--- config.mk ---
export PLATFORM = sky130hd
export DESIGN_NAME = alu_seq
export DESIGN_NICKNAME = d
export VERILOG_FILES = /design/src/rtl/alu_pkg.sv /design/src/rtl/alu_seq_mul.sv /design/src/rtl/alu_seq.sv
export SDC_FILE = /design/constraint.sdc
export NUM_CORES = 1
export LEC_CHECK = 0
export ABC_AREA = 1
export CORE_ASPECT_RATIO = 0.5
export CORE_UTILIZATION = 32
export CTS_BUF_LIST = sky130_fd_sc_hd__clkbuf_4
export DETAILED_ROUTE_END_ITERATION = 7
export DONT_BUFFER_PORTS = 1
export GPL_TIMING_DRIVEN = 0
export PLACE_DENSITY = 0.47
export SETUP_SLACK_MARGIN = 0.02
export SKIP_LAST_GASP = 1
export SYNTH_ARGS = -nofsm -noshare
export SYNTH_HDL_FRONTEND = slang
export SYNTH_HIERARCHICAL = 1
export SYNTH_SLANG_ARGS = --single-unit
--- constraint.sdc ---
create_clock -name clock -period 1.4 [get_ports clock]
set_input_delay 0 -clock clock [delete_from_list [all_inputs] [get_ports clock]]
set_output_delay 0 -clock clock [all_outputs]
set_load 0.01 [all_outputs]
--- src/rtl/alu_pkg.sv ---
// Shared opcode/state definitions for the sequential ALU and its bench.
package alu_pkg;

  localparam logic [2:0] OpcMul  = 3'b000;
  localparam logic [2:0] OpcRsvd = 3'b001;
  localparam logic [2:0] OpcAdd  = 3'b010;
  localparam logic [2:0] OpcSub  = 3'b011;
  localparam logic [2:0] OpcAnd  = 3'b100;
  localparam logic [2:0] OpcOr   = 3'b101;
  localparam logic [2:0] OpcNor  = 3'b110;
  localparam logic [2:0] OpcXor  = 3'b111;

  typedef enum logic [2:0] {
    OpMul  = OpcMul,
    OpRsvd = OpcRsvd,
    OpAdd  = OpcAdd,
    OpSub  = OpcSub,
    OpAnd  = OpcAnd,
    OpOr   = OpcOr,
    OpNor  = OpcNor,
    OpXor  = OpcXor
  } alu_op_t;

  typedef enum logic [1:0] {
    StIdle,
    StMul,
    StHold
  } alu_seq_state_t;

endpackage

--- src/rtl/alu_seq_mul.sv ---
// Iterative shift-add multiplier: one partial product per cycle, WIDTH iterations,
// then one cycle with done_o high while product_o holds the full 2*WIDTH result.
module alu_seq_mul #(
  parameter int unsigned WIDTH = 32
) (
  input  logic               clk_i,
  input  logic               rst_ni,
  input  logic               start_i,
  input  logic [WIDTH-1:0]   a_i,
  input  logic [WIDTH-1:0]   b_i,
  output logic               busy_o,
  output logic               done_o,
  output logic [2*WIDTH-1:0] product_o
);

  localparam int unsigned CntW = $clog2(WIDTH + 1);
  localparam logic [CntW-1:0] CntMax = CntW'(WIDTH);

  logic [2*WIDTH-1:0] a_q, a_d, acc_q, acc_d;
  logic [WIDTH-1:0]   b_q, b_d;
  logic [CntW-1:0]    cnt_q, cnt_d;
  logic               run_q, run_d;

  always_comb begin
    a_d   = a_q;
    b_d   = b_q;
    acc_d = acc_q;
    cnt_d = cnt_q;
    run_d = run_q;
    if (start_i) begin
      a_d   = {{WIDTH{1'b0}}, a_i};
      b_d   = b_i;
      acc_d = '0;
      cnt_d = '0;
      run_d = 1'b1;
    end else if (run_q) begin
      if (cnt_q != CntMax) begin
        if (b_q[0]) acc_d = acc_q + a_q;
        a_d   = a_q << 1;
        b_d   = b_q >> 1;
        cnt_d = cnt_q + CntW'(1);
      end else begin
        // Result has been handed over on this edge.
        run_d = 1'b0;
      end
    end
  end

  always_ff @(posedge clk_i or negedge rst_ni) begin
    if (!rst_ni) begin
      a_q   <= '0;
      b_q   <= '0;
      acc_q <= '0;
      cnt_q <= '0;
      run_q <= 1'b0;
    end else begin
      a_q   <= a_d;
      b_q   <= b_d;
      acc_q <= acc_d;
      cnt_q <= cnt_d;
      run_q <= run_d;
    end
  end

  assign busy_o    = run_q && (cnt_q != CntMax);
  assign done_o    = run_q && (cnt_q == CntMax);
  assign product_o = acc_q;

endmodule

--- src/rtl/alu_seq.sv ---
// Handshaked, registered ALU with carry/illegal flags. Define ALU_SEQ_MUL_EN to
// include the iterative multiplier; otherwise opcode 000 is treated as illegal.
module alu_seq
  import alu_pkg::*;
#(
  parameter int unsigned WIDTH = 32
) (
  input  logic             clock,
  input  logic             reset_n,
  input  logic             in_valid,
  output logic             in_ready,
  input  logic [WIDTH-1:0] A,
  input  logic [WIDTH-1:0] B,
  input  logic [2:0]       control,
  output logic             out_valid,
  input  logic             out_ready,
  output logic [WIDTH-1:0] out,
  output logic             overflow,
  output logic             zero,
  output logic             negative,
  output logic             carry,
  output logic             illegal,
  output logic             busy
);

  alu_seq_state_t state_q;
  alu_op_t        op;

  logic             accept, mul_accept, mul_done, is_sub;
  logic [WIDTH-1:0] b_x, alu_res;
  logic [WIDTH:0]   sum;
  logic             alu_ovf, alu_carry, alu_ill;
  logic [2*WIDTH-1:0] mul_prod;

  assign op       = alu_op_t'(control);
  assign in_ready = (state_q == StIdle) && (!out_valid || out_ready);
  assign accept   = in_valid && in_ready;

`ifdef ALU_SEQ_MUL_EN
  assign mul_accept = accept && (op == OpMul);

  alu_seq_mul #(
    .WIDTH(WIDTH)
  ) u_mul (
    .clk_i    (clock),
    .rst_ni   (reset_n),
    .start_i  (mul_accept),
    .a_i      (A),
    .b_i      (B),
    .busy_o   (busy),
    .done_o   (mul_done),
    .product_o(mul_prod)
  );
`else
  assign mul_accept = 1'b0;
  assign mul_done   = 1'b0;
  assign mul_prod   = '0;
  assign busy       = 1'b0;
`endif

  always_comb begin
    is_sub    = (op == OpSub);
    b_x       = B ^ {WIDTH{is_sub}};
    sum       = {1'b0, A} + {1'b0, b_x} + {{WIDTH{1'b0}}, is_sub};
    alu_res   = '0;
    alu_ovf   = 1'b0;
    alu_carry = 1'b0;
    alu_ill   = 1'b0;
    case (op)
      OpAdd, OpSub: begin
        alu_res   = sum[WIDTH-1:0];
        alu_carry = sum[WIDTH];
        // Carry into the MSB recovered from the MSB sum bit.
        alu_ovf   = (A[WIDTH-1] ^ b_x[WIDTH-1] ^ sum[WIDTH-1]) ^ sum[WIDTH];
      end
      OpAnd:   alu_res = A & B;
      OpOr:    alu_res = A | B;
      OpNor:   alu_res = ~(A | B);
      OpXor:   alu_res = A ^ B;
      default: alu_ill = 1'b1;
    endcase
  end

  // Non-MUL results stay in StIdle with out_valid set, so a drain and a new accept
  // can share an edge; StHold is only used after a MUL completes.
  always_ff @(posedge clock or negedge reset_n) begin
    if (!reset_n) begin
      state_q   <= StIdle;
      out_valid <= 1'b0;
      out       <= '0;
      overflow  <= 1'b0;
      zero      <= 1'b0;
      negative  <= 1'b0;
      carry     <= 1'b0;
      illegal   <= 1'b0;
    end else begin
      if (out_valid && out_ready) out_valid <= 1'b0;
      case (state_q)
        StIdle: begin
          if (accept) begin
            if (mul_accept) begin
              state_q <= StMul;
            end else begin
              out       <= alu_res;
              overflow  <= alu_ovf;
              carry     <= alu_carry;
              illegal   <= alu_ill;
              zero      <= (alu_res == '0);
              negative  <= alu_res[WIDTH-1];
              out_valid <= 1'b1;
            end
          end
        end
        StMul: begin
          if (mul_done) begin
            out       <= mul_prod[WIDTH-1:0];
            overflow  <= (mul_prod[2*WIDTH-1:WIDTH] != '0);
            carry     <= 1'b0;
            illegal   <= 1'b0;
            zero      <= (mul_prod[WIDTH-1:0] == '0);
            negative  <= mul_prod[WIDTH-1];
            out_valid <= 1'b1;
            state_q   <= StHold;
          end
        end
        StHold: begin
          if (out_ready) state_q <= StIdle;
        end
        default: state_q <= StIdle;
      endcase
    end
  end

endmodule
---- After elaboration in Yosys (flattened, before gate mapping) ----
Cells that the tools add are included.
word-level totals
  register bits ........................... 40
  output and inout port bits .............. 40
  word-level logic and storage cells ...... 49
  input bits .............................. 71
operators by class
  bitwise logic cells ..................... 9
  reductions and logical operators ........ 12
  add/sub/neg operators ................... 2
  mux-type cells .......................... 9
  equal/unequal tests ..................... 9
operators with widths
  operator            count
  $pmux 32 s5         1
  $xor 32x32->32      2
  $add 32x32->33      1
  $add 33x1->33       1
  $and 32x32->32      1
  $logic_not 32->1    1
  $not 32->32         1
  $or 32x32->32       1
  $eq 3x3->1 const B  4
  $eq 3x2->1 const B  2
  $mux 1              6
  $reduce_or 6->1     1
  $pmux 2 s2          1
  $reduce_and 2->1    2
  $reduce_or 2->1     2
  $logic_and 1x1->1   3
  $xor 1x1->1         3
  $eq 2x1->1 const B  1
  $eq 2x2->1 const B  1
  $logic_not 2->1     1
  $mux 2              1
  $ne 2x2->1 const B  1
  $logic_not 1->1     1
  $logic_or 1x1->1    1
  $not 1->1           1

---- Depth between registers and ports, before layout ----
Gate-level depths: netlist of run 1.
  depth after elaboration ................. 7
  mapped depth ............................ 22
  depth with buffers taken out ............ 22

---- Worst setup path after synthesis of run 1 ----
No wires, ideal clock.
  kind .................................... input port to flip-flop
  start ................................... input control[1]
  end ..................................... register zero
  stages .................................. 19
  data required time ...................... 1.334 ns
  data arrival time ....................... 2.404 ns
  library setup time ...................... 0.066 ns
  path buffers ............................ 2
  path slack .............................. -1.070 ns
  path through ............................ buf_4 -> nand3_4 -> buf_1 -> xor2_1 -> ha_1 -> or2_2 -> nand3_1 -> nand2_1 -> nand2_1 -> nand2_1 -> nand2_1 -> nand3_1 -> nand3_1 -> nand2_1 -> nor2_1 -> nand3_1 -> nor2_1 -> nand4_1 -> nand2_1
between the ends
  word-level cells in the longest chain between the ends .. 6
  elaborated cells on any way between the ends .. 12
  those cells by class .................... 2 x add/sub; 6 x eq/ne; 1 x mux; 1 x bitwise; 2 x reduce/logical
ends and longest elaborated chain
  item                    RTL line                      RTL
  start: declaration      alu_seq.sv:14                 input logic [2:0] control,
  $eq 3x2->1              alu_seq.sv:62, alu_seq.sv:69
  $xor 32x32->32          alu_seq.sv:63                 b_x = B ^ {WIDTH{is_sub}};
  $add 32x32->33          alu_seq.sv:64                 sum = {1'b0, A} + {1'b0, b_x} + {{WIDTH{1'b0}}, is_sub};
  $add 33x1->33           alu_seq.sv:64
  $pmux 32 s5 (*)         alu_seq.sv:69                 case (op)
  $logic_not 32->1 (*)    alu_seq.sv:108                zero <= (alu_res == '0);
  end signal: assignment  alu_seq.sv:108
  end signal: assignment  alu_seq.sv:120                zero <= (mul_prod[WIDTH-1:0] == '0);
  end: declaration        alu_seq.sv:19                 output logic zero,
Every way passes the cells marked *; elsewhere a longest branch is shown, timed or not.
A chain may end at the register's enable or synchronous reset.

---- Worst setup path after layout of run 1 ----
  start ................................... input control[0]
  end ..................................... register zero
The elaborated chain is that of the path after synthesis.

==> results of run 1 <==
metrics by stage:
stage	instances	cell area (um2)	TNS [ns]	hold slack, ns	setup WS [ns]
global placement	1276	6734	-33.65	-0.2950	-1.583
finish	1354	9139	-12.79	-0.03007	-0.8823
floorplan	1017	6410	-13.57	-0.2956	-0.7083
global route	1353	9136	-15.58	-0.03149	-0.9850
CTS	1332	7948	-13.03	0.003633	-0.8438
detailed placement	1276	6734	-34.35	-0.2951	-1.564
flip-flops by register name, summed over array words and instances, names as in the netlist:
signal,cells
zero,1
out_valid,1
out,32
illegal,1
overflow,1
carry,1
Yosys cell counts, drive strengths merged (3+ instances only):
master | n | area share (%)
a221oi | 16 | 3.0
nor3 | 5 | 0.55
a21oi | 40 | 3.2
buf | 23 | 2.8
nand2 | 305 | 18
a22oi | 6 | 0.71
o211ai | 3 | 0.36
o21ai | 55 | 4.4
nand3 | 62 | 5.3
and2 | 4 | 0.39
nor2 | 84 | 5.1
ha | 98 | 19
clkbuf | 7 | 0.41
o21bai | 5 | 0.59
nand4 | 12 | 1.2
xor2 | 32 | 4.4
dfrtp | 37 | 15
nand3b | 8 | 0.95
inv | 182 | 11
a31oi | 16 | 1.6
power by group through the flow:
stage | Combinational [mW] | Clock, mW | Sequential (mW)
6_report | 4.00 | 0.628 | 1.49
5_1_grt | 4.37 | 0.684 | 1.51
4_1_cts | 3.19 | 0.631 | 1.49
3_5_place_dp | 2.49 | 0 | 1.51
3_3_place_gp | 2.48 | 0 | 1.51
2_1_floorplan | 1.84 | 0 | 1.46
cell type report:
cell class                      count  area, um2  area share [%]
Inverter                          184      693.2           7.585
Timing Repair Buffer               69      669.4           7.325
Antenna cell                        1      2.502         0.02738
Sequential cell                    37      925.9           10.13
Buffer                             30      306.5           3.354
Clock buffer                        5      37.54          0.4107
Clock inverter                      3      17.52          0.1917
Tap cell                          259      324.1           3.546
Multi-Input combinational cell    766       6162           67.43
how the worst max path moves through the flow:
stage | endpoint | depth (start not counted) | startpoint | slack (ns)
2_1_floorplan | zero | 20 | control[0] | -0.71
3_5_place_dp | zero | 21 | control[0] | -1.56
4_1_cts | zero | 21 | control[1] | -0.84
5_1_grt | zero | 21 | control[0] | -0.99
3_3_place_gp | zero | 21 | control[0] | -1.58
6_report | zero | 21 | control[0] | -0.88
what timing repair did:
action | in CTS | in global routing
cloned | 2 | 0
pin swaps | 61 | 134
endpoints found under the hold margin | 40 | 6
setup endpoints to repair | 37 | 37
setup buffers | 40 | 22
resized for setup | 190 | 240
cell families (layout without fill, tap and decap cells):
kind of cell               after synthesis  count (layout)  share of synthesized area [%]
other                                    1               2                        0.05917
DFF                                     37              37                          14.61
xor gates and xnor gates                34              34                          4.699
and+or+nand+nor                        483             483                          32.06
AOI/OAI and AO/OA                      149             149                          14.83
adders and majority gates               99              99                          19.66
buffers and inverters                  214             291                          14.08
critical path, delay by kind of cell:
family	cells	cell delay, ns
and+or+nand+nor	15	1.51
xor gates and xnor gates	1	0.14
adders and majority gates	1	0.38
buffers and inverters	4	0.57
routing by layer:
layer | vias to the layer above | GRT usage (%) | wire, um
met2 | 164 | 38.28 | 10770
met1 | 3284 | 33.11 | 11770
met4 | 0 | 2.408 | 265
met5 | - | 0 | 0
li1 | 3397 | - | -
met3 | 18 | 5.985 | 1685
==> summary.md, run 1 <==
| Metric | Value |
|---|---|
| Reg2reg path depth | `13` |
| Avg Inst Size Synth | `6.231 um2` |
| HP Class | `in2reg` |
| Clk slew on worst S/H paths | `0.15 ns` |
| Worst slew margin | `55.76%` |
| Setup crit start kind | `input pin` |
| Core footprint | `18870 um2` |
| Slew Limit Fails | `0` |
| Post-Syn Area | `6337 um2` |
| Yosys warns | `6` |
| Worst setup margin | `-0.8823 ns` |
| Commonest non-fill, non-tap cells in the layout | `198 x nand2_1, 151 x inv_1, 80 x nand2_2` |
| Max-Cap Viols | `0` |
| Layout area overhead | `44.21%` |
| Post-synthesis sequential area ratio | `14.61%` |
| Fill cells | `1934` |
| Status | `finished with violations` |
| Switching pwr | `3.031 mW` |
| R2R setup slack | `-0.42 ns` |
| Total die area | `20410 um2` |
| Via count | `6863` |
| Routed WL | `24490 um` |
| Clk buf depth | `2` |
| Arrival time at the worst endpoint | `2.60 ns` |
| Antenna viol nets, final | `0` |
| Netlist cell types | `46` |
| Drt wl/cell | `18.09 um` |
| Vias/cell | `5.069` |
| Cells along the critical path | `buf_12, nand3_4, buf_6, buf_16, xor2_1, ha_1, nand2_2, buf_4, nor2_4, nand2_2, nor2_2, nand2_2, nand3_1, nand2_1, nand3_2, nand2_1, nor2_2, nand3_2, nor2_1, nand4_1, nand2_1` |
| Pint | `3.081 mW` |
| Most common cell after layout, fill and taps aside | `nand2_1` |
| First-pass GRT wire length | `37000 um` |
| Net Sw Frac | `49.59%` |
| Root buffer cell | `clkbuf_4` |
| CP endpoint kind | `register` |
| Main synth FF type | `dfrtp_1` |
| RSZ-0062 raised after global routing | `yes` |
| CTS tree | `done` |
| Count of final setup violators | `30` |
| Initial antenna violation count | `0` |
| Port bufs | `0` |
| NumNets Final | `1263` |
| Cts bufs inserted | `5` |
| Final core utilization | `48.42%` |
| Gate Count Post-Synth | `1017` |
| R2r startpoint | `out_valid` |
| P_leak | `4.493 nW` |
| Tmin final | `2.282 ns` |
| Num rows | `35` |
| Synth Net Count | `1187` |
| H-Tree Depth | `2` |
| Clock Skew | `0.02050 ns` |
| Worst-path fanout max | `5` |
| Peak VDD IR | `0.0003535 V` |
| Logic pwr share | `65.4%` |
| Failing checks | `negative hold slack, negative setup slack` |
| Async set or reset register ratio after synthesis | `100.0%` |
| FF+latch count, synth | `37` |
| Hold slack | `-0.03007 ns` |
| Initial Util | `33.58%` |
| Layout cell share with drive strength beyond 1 | `37.93%` |
| Die Width | `201.0 um` |
| Detailed Routing Iterations Pass 1 | `5` |
| Pwr Total | `6.112 mW` |
| Later-pin clock latency in the skew report | `0.38 ns` |
| Hold bufs inserted after CTS | `6` |
| Largest net degree at the start of global routing | `38` |
| Die height | `101.5 um` |
| Clock power share | `10.3%` |
| Worst slew pin tran | `0.6637 ns` |
| # IOs | `111` |
| Crit-path max cell delay | `0.38 ns` |
| Pwr/cell area | `668.8 nW/um2` |
| Sequential power share | `24.3%` |
| Reg-to-reg critical path endpoint | `zero` |
| Vias in the first global route | `6497` |
| Worst hold path endpoint | `out[6]` |
| Final period util | `163.0%` |
| Dpl hpwl | `19740 um` |
| Iter 0 DRT Violations | `447` |
| FMAX | `438.2 MHz` |
| Max stage delay cell, worst path | `ha_1` |
| Fin. Hold Viols | `5` |
| Critical hold path startpoint | `in_valid` |
| Gr usage total | `23.79%` |
| Hold Crit Depth | `4` |
| Crit path required time | `1.71 ns` |
| Grt total ovfl | `0` |
| EDFF count, synth | `0` |
| RD Place Congestion | `0.8924` |
| Clk sinks | `37` |
| # DRC | `0` |
| Setup CP Type | `in2reg` |
Note: power is estimated with default switching activity, not from simulation.
==> run 2: changes to the inputs <==
- ABC_AREA: 1 -> not set
==> summary.md, run 2 <==
| Metric | Value |
|---|---|
| Worst hold path endpoint | `out[1]` |
| Max stage delay cell, worst path | `a2111o_1` |
| Max-Cap Viols | `0` |
| RD Place Congestion | `0.9167` |
| FMAX | `332.9 MHz` |
| Reg-to-reg critical path endpoint | `zero` |
| Clock power share | `10.8%` |
| Layout area overhead | `29.76%` |
| Iter 0 DRT Violations | `325` |
| Peak VDD IR | `0.0004435 V` |
| Slew Limit Fails | `0` |
| Post-synth top area share | `20.07%` |
| Cts bufs inserted | `5` |
| Commonest non-fill, non-tap cells in the layout | `88 x ha_1, 77 x inv_1, 70 x nand2_1` |
| Port bufs | `0` |
| Synth Net Count | `954` |
| Largest register FFs | `32` |
| Commonest cells post-synth | `98 x ha_1, 80 x nand2_1, 77 x inv_1` |
| # IOs | `111` |
| Cells along the critical path | `buf_12, nand3b_1, buf_6, buf_12, xnor2_2, ha_1, clkbuf_8, buf_4, nand4_1, nor2_1, a2bb2oi_2, and3_4, o21ai_2, a2111o_1, and3_4, o311ai_2, o221ai_1, a22o_1` |
| Gate Count Post-Synth | `784` |
| Dpl hpwl | `17050 um` |
| Netlist cell types | `75` |
| Final period util | `214.6%` |
| Reg2reg path depth | `10` |
| Antenna viol nets, final | `0` |
| EDFF count, synth | `0` |
| Post-place setup slack | `-2.409 ns` |
| Design Area, Final | `7928 um2` |
| FF+latch count, synth | `37` |
| Count of final setup violators | `34` |
| Worst slew pin tran | `0.7859 ns` |
| Drt wl/cell | `19.61 um` |
| Net Sw Frac | `44.59%` |
| P_leak | `3.539 nW` |
| Die height | `99.71 um` |
| Initial Util | `32.98%` |
| Pint | `3.040 mW` |
| R2R setup slack | `-0.97 ns` |
| Post-synthesis sequential area ratio | `15.15%` |
| Async set or reset register ratio after synthesis | `100.0%` |
| Largest net degree at the start of global routing | `38` |
| Most common cell in the synthesized netlist | `ha_1` |
| Arrival time at the worst endpoint | `3.26 ns` |
| Grt total ovfl | `0` |
| Switching pwr | `2.447 mW` |
| Setup crit start kind | `input pin` |
| # DRC | `0` |
| R2r startpoint | `out_valid` |
| Register name with the most flops | `out` |
| Core footprint | `18520 um2` |
| Clk slew on worst S/H paths | `0.12 ns` |
| First-pass GRT wire length | `32770 um` |
| CTS tree | `done` |
| Status | `finished with violations` |
| Hold Crit Depth | `3` |
| Detailed Routing Iterations Pass 1 | `7` |
| Critical hold path startpoint | `out_ready` |
| NumNets Final | `1010` |
| Tmin final | `3.004 ns` |
| Via count | `5866` |
| Vias in the first global route | `5554` |
| Crit-path max cell delay | `0.44 ns` |
| Crit path required time | `1.66 ns` |
| Setup CP Type | `in2reg` |
| Avg Inst Size Synth | `7.793 um2` |
| Main synth FF type | `dfrtp_1` |
| Hold slack | `-0.01865 ns` |
| Hold bufs inserted after CTS | `4` |
| Clock Skew | `0.007106 ns` |
| Placed cell areas | `6784 um2` |
| Area leader, netlist | `ha_1` |
| Die Width | `197.4 um` |
| Gr usage total | `21.66%` |
| Logic pwr share | `61.5%` |
| RSZ-0062 raised after global routing | `yes` |
| Crit path max-delay family | `compound AO/OA/AOI/OAI gates` |
| Clk sinks | `37` |
| HP Class | `in2reg` |
| Layout cell share with drive strength beyond 1 | `29.73%` |
| Fin. Hold Viols | `1` |
| Vias/cell | `5.333` |
| Top cells by area, synth | `ha_1 20%, dfrtp_1 15%, xnor2_1 6.3%` |
| H-Tree Depth | `2` |
| Routed WL | `21580 um` |
| Clk buf depth | `2` |
| Worst slew margin | `47.61%` |
| Pwr/cell area | `692.2 nW/um2` |
| Root buffer cell | `clkbuf_4` |
| Post-Syn Area | `6110 um2` |
| Fill cells | `1881` |
| Most common cell after layout, fill and taps aside | `ha_1` |
| Later-pin clock latency in the skew report | `0.35 ns` |
| Critical path buffers and inverters | `5` |
| CP endpoint kind | `register` |
| Initial antenna violation count | `0` |
| Sequential power share | `27.7%` |
| Total die area | `19680 um2` |
| # diodes | `0` |
| Failing checks | `negative hold slack, negative setup slack` |
| Worst-path fanout max | `9` |
| Yosys warns | `6` |
| Worst setup margin | `-1.604 ns` |
| Num rows | `35` |
-- run 2: changes by cell type after synthesis, moves of 13 or more --
cell      delta
xnor2_1     +42
inv_1       -98
mux2_2      +30
mux2i_1     +15
nand2_1    -219
nand3_1     -47
nor2_1      -43
xor2_1      -25
nor2b_1     +13
o211ai_1    +23
-- run 2: cell families (layout without fill, tap and decap cells) --
| kind of cell | after synthesis | after routing | share of synthesized area, % |
|---|---|---|---|
| compound gates | 226 | 226 | 24.94 |
| simple gates | 199 | 199 | 15.42 |
| buf+inv | 124 | 181 | 8.355 |
| fa+ha+maj | 99 | 99 | 20.40 |
| xor+xnor | 51 | 51 | 7.311 |
| mux | 47 | 47 | 8.355 |
| flops | 37 | 37 | 15.15 |
| other cells | 1 | 1 | 0.06138 |
-- run 2: worst max path at each step --
| stage | from | to | slack [ns] | cells after the start |
|---|---|---|---|---|
| floorplan | control[2] | overflow | -1.61 | 16 |
| global placement | control[0] | zero | -2.36 | 15 |
| detailed placement | control[0] | zero | -2.41 | 15 |
| CTS | control[2] | zero | -1.57 | 16 |
| global route | control[2] | zero | -1.73 | 16 |
| finish | control[2] | overflow | -1.60 | 18 |
-- run 2: power groups by stage --
stage                     clock [mW]  sequential [mW]  combinational [mW]
after CTS                      0.599             1.52                3.15
after global placement             0             1.54                2.64
after floorplan                    0             1.48                2.08
after global routing           0.679             1.54                3.67
final                          0.594             1.52                3.38
after detailed placement           0             1.55                2.66
-- run 2: cell type report --
cell class | count | area, um2 | area share [%]
multi-input combinational | 623 | 5554 | 70.06
timing repair buffer | 49 | 431.7 | 5.445
tap | 259 | 324.1 | 4.088
clock inverter | 2 | 10.01 | 0.1263
sequential | 37 | 927.1 | 11.70
buffer | 45 | 339.1 | 4.277
clock buffer | 6 | 45.04 | 0.5682
inverter | 79 | 296.5 | 3.741
-- run 2: worst register-to-register path, stage by stage, from the launching register on --
cell and delay (ns):
dfrtp_2 0.47, nand2b_4 0.12, nand2_2 0.11, nor2_1 0.15, nand3_1 0.09, nor4_1 0.27
nand2_1 0.13, nor4_4 0.36, and4_1 0.25, nand4b_1 0.14, o41ai_2 0.21
-- run 2: repair_timing --
action | 4_1_cts | 5_1_grt
pin swaps | 44 | 40
endpoints found under the hold margin | 39 | 1
endpoints found under the setup margin | 36 | 36
cloned | 1 | 0
resized for setup | 94 | 52
buffers inserted | 30 | 14
-- run 2: metrics by stage --
step           utilization, %  cells  setup TNS (ns)  total power [mW]
3_5_place_dp            36.62   1043          -51.70             4.202
3_3_place_gp            36.62   1043          -49.78             4.181
6_report                42.80   1100          -31.48             5.487
4_1_cts                 40.96   1086          -30.25             5.269
5_1_grt                 42.80   1100          -33.82             5.897
2_1_floorplan               -    784          -32.31             3.567
-- run 2: routing by layer --
metal	global-route usage (%)	vias to the layer above	wire length [um]
li1	-	2896	-
met1	31.23	2829	10820
met2	34.56	133	9551
met3	4.442	8	1122
met4	1.014	0	84
met5	0	-	0
